## config.mk

```make
export PLATFORM = sky130hd
export DESIGN_NAME = down_counter
export DESIGN_NICKNAME = d
export VERILOG_FILES = /design/src/rtl/down_counter.sv
export SDC_FILE = /design/constraint.sdc
export NUM_CORES = 1
export LEC_CHECK = 0
export ABC_CLOCK_PERIOD_IN_PS = 1710
export CORE_ASPECT_RATIO = 1.2
export CORE_MARGIN = 2
export CORE_UTILIZATION = 35
export DETAILED_ROUTE_END_ITERATION = 12
export HOLD_SLACK_MARGIN = 0.06
export PLACE_DENSITY = 0.68
export SYNTH_ARGS = -nofsm -noshare
export SYNTH_HDL_FRONTEND = slang
export SYNTH_SLANG_ARGS = --single-unit
```

## constraint.sdc

```tcl
create_clock -name clk -period 1.71 [get_ports clk]
set_input_delay 0.342 -clock clk [delete_from_list [all_inputs] [get_ports clk]]
set_output_delay 0.342 -clock clk [all_outputs]
set_load 0.05 [all_outputs]
```

## src/rtl/down_counter.sv

```systemverilog
// Loadable down-counter with IDLE/RUN/DONE control, pause, abort and optional
// auto-reload; status outputs are decoded from the state register.
module down_counter #(
   parameter int WIDTH = 8
) (
   input  logic             clk,
   input  logic             reset,
   input  logic             start,
   input  logic [WIDTH-1:0] start_value,
   input  logic             auto_reload,
   input  logic             pause,
   input  logic             stop,
   output logic             ready,
   output logic             busy,
   output logic [WIDTH-1:0] count,
   output logic             done
);

   localparam logic [1:0] IDLE = 2'd0;
   localparam logic [1:0] RUN  = 2'd1;
   localparam logic [1:0] DONE = 2'd2;

   logic [1:0]       state;
   logic [WIDTH-1:0] count_q;
   logic [WIDTH-1:0] reload_q;

   // NOTE: sequential state uses non-blocking assignments only, so every
   // register samples the pre-edge values regardless of statement order.
   always_ff @(posedge clk or posedge reset) begin
      if (reset) begin
         state    <= IDLE;
         count_q  <= '0;
         reload_q <= '0;
      end else begin
         case (state)
            IDLE: begin
               if (start) begin
                  count_q  <= start_value;
                  reload_q <= start_value;
                  state    <= (start_value != '0) ? RUN : DONE;
               end
            end
            RUN: begin
               if (stop) begin
                  count_q <= '0;
                  state   <= IDLE;
               end else if (!pause) begin
                  // Count is never zero in RUN; reaching one ends the run.
                  if (count_q <= WIDTH'(1)) begin
                     count_q <= '0;
                     state   <= DONE;
                  end else begin
                     count_q <= count_q - WIDTH'(1);
                  end
               end
            end
            DONE: begin
               if (!stop && auto_reload && (reload_q != '0)) begin
                  count_q <= reload_q;
                  state   <= RUN;
               end else begin
                  count_q <= '0;
                  state   <= IDLE;
               end
            end
            default: begin
               // Unused encoding recovers to a clean idle.
               count_q <= '0;
               state   <= IDLE;
            end
         endcase
      end
   end

   assign ready = (state == IDLE);
   assign busy  = (state == RUN) || (state == DONE);
   assign done  = (state == DONE);
   assign count = count_q;

endmodule
```

[Yosys cells after proc, flatten, opt, wreduce, memory -nomap -nowiden]
Index checks and enable logic that the tools add are counted.
W data, S select, Z words.
Word-level totals
  bits in registers: 18
  input bits: 14
  output and inout bits: 11
  word-level logic and storage cells: 33
Cells by class
  add/sub/neg operators: 1
  $lt $le $gt $ge: 1
  equality and inequality tests: 5
  multiplexer cells: 13
  reductions and logical operators: 10
Operators by type and width (count)
  $mux W8: 5
  $pmux W8 S3: 1
  $reduce_bool A8 Y1: 2
  $mux W2: 5
  $le A8 B1 Y1 const B: 1
  $sub A8 B1 Y8 const B: 1
  $ne A3 B3 Y1 const B: 2
  $pmux W2 S3: 1
  $reduce_and A2 Y1: 2
  $reduce_and A3 Y1: 1
  $eq A2 B1 Y1 const B: 1
  $eq A2 B2 Y1 const B: 1
  $logic_and A1 B1 Y1: 2
  $logic_not A2 Y1: 1
  $ne A2 B2 Y1 const B: 1
  $logic_not A1 Y1: 1
  $logic_or A1 B1 Y1: 1
  $mux W1: 1

[Longest topological paths before layout]
Gate-level depths: netlist (run 1).
  word-level depth: 5
  mapped depth: 7

[Worst setup path after synthesis (run 1)]
No wires, ideal clock.
  path type: register -> register
  from: reg state[0]
  to: reg count_q[4] (netlist: count[4])
  library setup time: 80 ps
  data arrival time: 2098 ps
  required time: 1630 ps
  path slack: -469 ps
  stages on the path, launching flop included: 7
  buffers on the path: 0
  period minus slack after synthesis: 2179 ps
  path through: dfrtp_1 inv_1 ha_1 nor2b_4 or4_4 or4_4 o211ai_2
Between the ends
  longest elaborated chain between the ends: 3
  elaborated cells between the ends (all ways): 7
  those cells by class: 4 x eq/ne; 1 x mux; 2 x reduce/logical
Ends and longest elaborated chain
  from (decl): RTL line 23  | logic [1:0] state;
  from (signal assigned): RTL line 40  | state <= (start_value != '0) ? RUN : DONE;
  $logic_not A2 Y1 (*)
  named net ready: RTL line 13  | output logic ready,
  $ne A2 B2 Y1 (no source line)
  $reduce_and A2 Y1 (no source line)
  to (signal assigned): RTL line 38  | count_q <= start_value;
  to (signal assigned): RTL line 53  | count_q <= count_q - WIDTH'(1);
  to (signal assigned): RTL line 59  | count_q <= reload_q;
  to (decl): RTL line 24  | logic [WIDTH-1:0] count_q;
The timed path passes the listed nets; every way through them passes the cells marked *.
A chain may end at the register's enable or synchronous reset.

[Final worst setup path (run 1)]
  from: reg state[1]
  to: reg count_q[4] (netlist: count[4])
Between the ends
  longest elaborated chain between the ends: 3
  elaborated cells between the ends (all ways): 7
  those cells by class: 4 x eq/ne; 1 x mux; 2 x reduce/logical
Ends and longest elaborated chain
  $eq A2 B1 Y1 / $logic_not A2 Y1 (equally long branches): RTL line 35  | case (state)
  $ne A3 B3 Y1 (no source line) / $ne A2 B2 Y1 (equally long branches)
  $reduce_and A2 Y1 (no source line)
Several ways; a longest one is shown, not always the timed one.

==> summary.txt, run 1 <==
Synthesis
  – Top_reg_cell synth: dfrtp_1
  – Mapped cell area: 1147 µm²
  – Post-Syn Instances: 112
  – Register area share after synthesis: 39.26%
  – Synth Register Bits: 18
  – EDFF count, synth: 0
  – Synth cell types: 34
  – Syn Nets: 132
  – Synth warn: 0
  – Syn avg cell area: 10.24 µm²
  – Post-synth ARST share: 100.0%

Critical path
  – Setup crit start kind: register
  – R2R Path End: count[4]
  – CP required: 1.93 ns
  – Worst R2R Path Depth: 6
  – WS Path Type: register to register
  – Worst r2r src: state[1]
  – Flop-to-flop setup slack: -0.08 ns
  – Critical path peak fanout: 3
  – Worst Setup End Kind: register
  – WP data arrival: 2.01 ns

Clock network
  – Post-CTS Hold Buffers: 0
  – Reg clk slew, reported paths: 0.11 ns
  – Clk buf depth: 2
  – Clock latency on the worst-skew pair: 0.29 ns
  – Clk root buf: clkbuf_4
  – TritonCTS clock tree: done
  – H-tree depth: 1
  – CTS Buf Count: 3
  – CTS sink cnt: 18

Worst hold path
  – Hold Crit Class: primary input to async pin

Drt
  – Vias: 1151
  – Antenna Nets Post-Route: 0
  – Detailed Routing Iterations Pass 1: 4
  – Via density per instance: 5.534
  – Initial DRC Count: 64
  – DRC errors left: 0
  – Per-cell routed wire length: 15.69 µm
  – DRT Wirelength: 3264 µm

Floorplanning
  – Initial Util: 37.22%
  – Die span in y: 66.72 µm
  – Die area: 3754 µm²
  – Die X: 56.27 µm
  – I/O pin count: 25
  – Core area: 3083 µm²
  – Row count: 22

Power
  – Int Power: 0.001885 W
  – P_sw: 0.001552 W
  – Worst vdd ir: 0.001210 V
  – Clock power frac: 7.7%
  – Pleak: 0.8081 nW
  – Gate power share: 68.5%
  – PwrDens: 1859 nW/µm²
  – Switching Share: 45.15%
  – Sequential fraction of design power: 23.8%
  – Overall Power: 0.003437 W

STA
  – Tcrit/Tclk final: 104.9%
  – Final min period: 1.794 ns
  – Least-Margin Pin Slew: 0.4044 ns
  – Setup Skew: 0.007414 ns
  – Slew Viols, Final: 0
  – # setup viols final: 4
  – Max_slew headroom: 72.79%
  – Post-route setup slack: -0.08449 ns
  – Final Hold Fails: 0
  – Unrepaired setup endpoints after global routing: true
  – Fmax: 0.5573 GHz

Final layout
  – Area grow syn2layout: 61.18%
  – FF/Latch Area: 456.7 µm²
  – Fin nets: 193
  – Share of post-route cells with drive strength above 1: 47.67%
  – Fill cells: 270
  – Final Core Density: 59.98%
  – Diodes inserted: 0
  – Multi-input logic area: 750.7 µm²
  – Finished Cell Area: 1849 µm²

Global route
  – GR Overflow Total: 0
  – Initial antenna violation count: 0
  – Total GRT Usage: 18.24%
  – Vias in the first global route: 1184
  – Global-route wire length before repair: 5416 µm
  – Pin count of the biggest net entering global routing: 19

Place
  – Cell Area, Placed: 1750 µm²
  – Placer Congestion: 0.8991
  – Port Buffers: 24
  – Post-DP HPWL: 2602 µm

Flow run
  – Max-Cap Viols: 0

Outcome
  – Status: complete, but fails checks
  – Failing checks: negative setup slack
==> worst max path at each step <==
stage              from       end  cells past startpoint
2_1_floorplan  state[0]  count[4]                      6
3_3_place_gp      start  count[4]                      5
3_5_place_dp      start  count[4]                      5
4_1_cts        state[1]  count[4]                      6
5_1_grt        state[0]  count[2]                      7
6_report       state[1]  count[4]                      6
==> power groups by stage <==
stage	clock network (W)	logic [W]	registers, W
floorplan	0	0.00110	0.00105
global placement	0	0.00221	0.000803
detailed placement	0	0.00225	0.000819
CTS	0.000271	0.00228	0.000807
global route	0.000299	0.00251	0.000842
finish	0.000266	0.00235	0.000817
==> registers in the layout, summed over array words and instances (netlist names) <==
signal and count:
state 2, reload_q 8, count 8
==> synth_stat cells, types with 2 or more instances <==
cell type | count | share of area, %
mux2_2 | 8 | 7.9
nor4_1 | 7 | 3.8
nor2_1 | 3 | 0.98
dfrtp_1 | 18 | 39
mux2i_1 | 2 | 1.7
a211o_1 | 2 | 1.5
nand2_1 | 13 | 4.3
o221ai_1 | 3 | 2.3
nand2b_1 | 2 | 1.1
ha_1 | 6 | 6.5
a22o_1 | 5 | 3.8
nor2b_1 | 2 | 1.1
or4_4 | 3 | 2.9
clkbuf_1 | 2 | 0.65
o21ai_0 | 2 | 0.87
inv_1 | 8 | 2.6
a32oi_1 | 2 | 1.5
o31ai_1 | 2 | 1.3
a22oi_1 | 6 | 3.9
a21oi_1 | 2 | 0.87
==> cell usage in the layout, fill, tap and decap left out, types with 2 or more instances in the layout <==
cell type        instances
or4_4                    3
ha_1                     4
nor4_1                   5
a22o_1                   5
nor4_4                   2
nor2_1                   3
inv_1                    6
o31ai_1                  2
a22oi_1                  5
a32oi_1                  2
mux2_2                   8
dfrtp_2                  5
inv_2                    2
a21oi_1                  2
dfrtp_1                 13
o221ai_2                 2
clkbuf_4                 3
nand2_1                 13
ha_4                     2
buf_12                   5
clkdlybuf4s50_1         13
mux2i_1                  2
buf_4                   40
a211o_1                  2
o21ai_0                  2
==> critical path, stage by stage (launching register included) <==
cell and delay [ns]:
dfrtp_1 0.40, inv_2 0.08, ha_4 0.16, nor2b_4 0.12
or4_4 0.48, or4_4 0.42, o211ai_2 0.07
==> layer usage <==
layer | global-route usage [%] | vias up | share of wire, %
met5 | 0 | - | 0
met4 | 3.571 | 0 | 0.43
met3 | 2.524 | 2 | 4.0
met2 | 35.29 | 32 | 55
met1 | 21.35 | 565 | 41
li1 | - | 552 | -
==> metrics by stage <==
| stage | setup slack (ns) | TNS [ns] | hold WS, ns | instances |
|---|---|---|---|---|
| floorplan | -0.1345 | -0.6215 | 0.2802 | 112 |
| global placement | -0.2510 | -1.470 | 0.5211 | 203 |
| detailed placement | -0.2705 | -1.663 | 0.5275 | 203 |
| CTS | -0.07915 | -0.2435 | 0.3749 | 208 |
| global route | -0.1325 | -0.6351 | 0.3754 | 208 |
| finish | -0.08449 | -0.2663 | 0.3672 | 208 |
==> final cells by class <==
cell class              instances  share of cell area, %
well taps                      36                  2.436
multi-input cells              84                  40.60
repair buffers                 58                  28.69
flip-flops and latches         18                  24.70
clock buffers                   4                  1.962
inverters                       8                  1.624
==> what timing repair did <==
| item | in CTS | in global routing |
|---|---|---|
| pin swaps | 0 | 2 |
| buffers inserted | 1 | 0 |
| endpoints found under the setup margin | 6 | 11 |
| gates cloned | 0 | 0 |
| resized for setup | 2 | 8 |
==> kinds of logic after synthesis <==
kind of cell	share of synthesized area, %
AO/OA/AOI/OAI	21.27
adder cells (fa/ha/maj)	6.543
buffers and inverters	3.272
flip-flops	39.26
multiplexers	9.597
AND/OR/NAND/NOR	20.06
Power figures use the tool's default switching activity.
==> run 2, diff against run 1 <==
- MAX_ROUTING_LAYER: not set -> met4
==> summary.txt, run 2 (same netlist as run 1, synthesis figures left out) <==
Global route
  – Pin count of the biggest net entering global routing: 19
  – Total GRT Usage: 18.73%
  – Initial antenna violation count: 0
  – Vias in the first global route: 1188
  – GR Overflow Total: 0
  – Global-route wire length before repair: 5423 µm

Final layout
  – Area grow syn2layout: 61.18%
  – Share of post-route cells with drive strength above 1: 47.67%
  – Commonest non-fill, non-tap cell in the layout: buf_4
  – Post-Layout Cell Count: 208
  – Fin nets: 193
  – Most frequent cells in the layout: buf_4 (40), nand2_1 (13), dfrtp_1 (13), clkdlybuf4s50_1 (13), mux2_2 (8)
  – Diodes inserted: 0

Drt
  – Per-cell routed wire length: 15.87 µm
  – DRT Wirelength: 3301 µm
  – Initial DRC Count: 64
  – DRC errors left: 0
  – Via density per instance: 5.500
  – Detailed Routing Iterations Pass 1: 4
  – Vias: 1144
  – Antenna Nets Post-Route: 0

Critical path
  – WS Path Type: register to register
  – WP data arrival: 2.01 ns
  – Setup crit start kind: register
  – CP required: 1.93 ns
  – Worst Setup End Kind: register
  – Critical path peak fanout: 3
  – CP dominant cell by count: or4_4
  – Crit-path leading delay family: simple AND/OR/NAND/NOR gates
  – WP buf/inv: 1
  – Slowest Stage Delay on Critical Path: 0.48 ns
  – Cell Chain, Critical Path: inv_2 -> ha_4 -> nor2b_4 -> or4_4 -> or4_4 -> o211ai_2
  – Worst path slowest cell: or4_4

Outcome
  – Failing checks: negative setup slack
  – Status: complete, but fails checks

Clock network
  – Reg clk slew, reported paths: 0.11 ns
  – Clk buf depth: 2
  – CTS Buf Count: 3
  – Clock latency on the worst-skew pair: 0.29 ns
  – Clk root buf: clkbuf_4
  – H-tree depth: 1
  – TritonCTS clock tree: done
  – CTS sink cnt: 18

STA
  – Least-Margin Pin Slew: 0.4226 ns
  – Final Hold Fails: 0
  – Slew Viols, Final: 0
  – Max_slew headroom: 71.57%
  – Unrepaired setup endpoints after global routing: true
  – Setup Skew: 0.003586 ns
  – Tcrit/Tclk final: 104.9%
  – Fmax: 0.5572 GHz
  – # setup viols final: 4
  – Hold Worst Slack: 0.3735 ns
  – Post-route setup slack: -0.08461 ns
  – Final min period: 1.795 ns

Floorplanning
  – Row count: 22
  – Initial Util: 37.22%
  – Die area: 3754 µm²
  – I/O pin count: 25
  – Core area: 3083 µm²
  – Die span in y: 66.72 µm
  – Die X: 56.27 µm

Worst hold path
  – Hold Crit Class: primary input to async pin

Place
  – Port Buffers: 24
  – DP Cell Count: 203
  – Post-DP HPWL: 2602 µm
  – Placer Congestion: 0.9145

Flow run
  – Max-Cap Viols: 0

Power
  – Pleak: 0.8080 nW
  – PwrDens: 1860 nW/µm²
  – Worst vdd ir: 0.001210 V
[run 2: cell counts in the layout (fill, tap and decap cells not counted)]
Identical to the previous run, type by type.
[run 2: area by class of cell]
cell class,count,area (µm²)
clock buffers,4,36.28
well taps,36,45.04
repair buffers,58,530.5
fillers,270,1234
flip-flops and latches,18,456.7
multi-input cells,84,750.7
inverters,8,30.03
[run 2: what timing repair did]
| item | 4_1_cts | 5_1_grt |
|---|---|---|
| setup buffers | 1 | 0 |
| pin swaps | 0 | 3 |
| gates cloned | 0 | 0 |
| resized for setup | 2 | 9 |
| hold buffers | 0 | 0 |
| setup endpoints to repair | 6 | 11 |
[run 2: report_power, final]
group	leakage, nW	internal [W]	total, W	switching (W)
logic	0.571	0.00113	0.00236	0.00123
registers	0.216	0.000626	0.000817	0.000192
clock network	0.0210	0.000130	0.000262	0.000132
total	0.808	0.00189	0.00344	0.00155
[run 2: tightest hold or removal path: stages]
cell and delay [ns]:
clkdlybuf4s50_1 0.41, inv_1 0.05, buf_4 0.25
[run 2: path summary, 6_finish.rpt]
kind                             start          end  slack [ns]  depth (start not counted)
max reg2reg                   state[1]     count[4]       -0.08                          6
max                           state[1]     count[4]       -0.08                          6
max in group asynchronous        reset     count[4]        1.12                          3
min in group clk           reload_q[0]  reload_q[0]        0.55                          1
min                              reset  reload_q[2]        0.37                          3
min reg2reg                reload_q[0]  reload_q[0]        0.55                          1
[run 2: through the flow]
stage / total power [W] / TNS, ns / setup WS (ns) / util, % / cell area (µm²)
after floorplan: 0.002155 / -0.6215 / -0.1345 / - / 1190
after global placement: 0.003011 / -1.470 / -0.2510 / 56.78 / 1750
after detailed placement: 0.003067 / -1.663 / -0.2705 / 56.78 / 1750
after CTS: 0.003356 / -0.2435 / -0.07915 / 58.44 / 1802
after global routing: 0.003654 / -0.6445 / -0.1325 / 59.98 / 1849
final: 0.003439 / -0.2659 / -0.08461 / 59.98 / 1849
[run 2: per-layer routing]
| metal | GRT usage (%) | wire, µm | vias to the layer above |
|---|---|---|---|
| met3 | 2.524 | 138 | 2 |
| met1 | 21.23 | 1357 | 554 |
| met5 | - | 0 | - |
| met4 | 3.571 | 16 | 0 |
| met2 | 35.44 | 1788 | 36 |
| li1 | - | - | 552 |
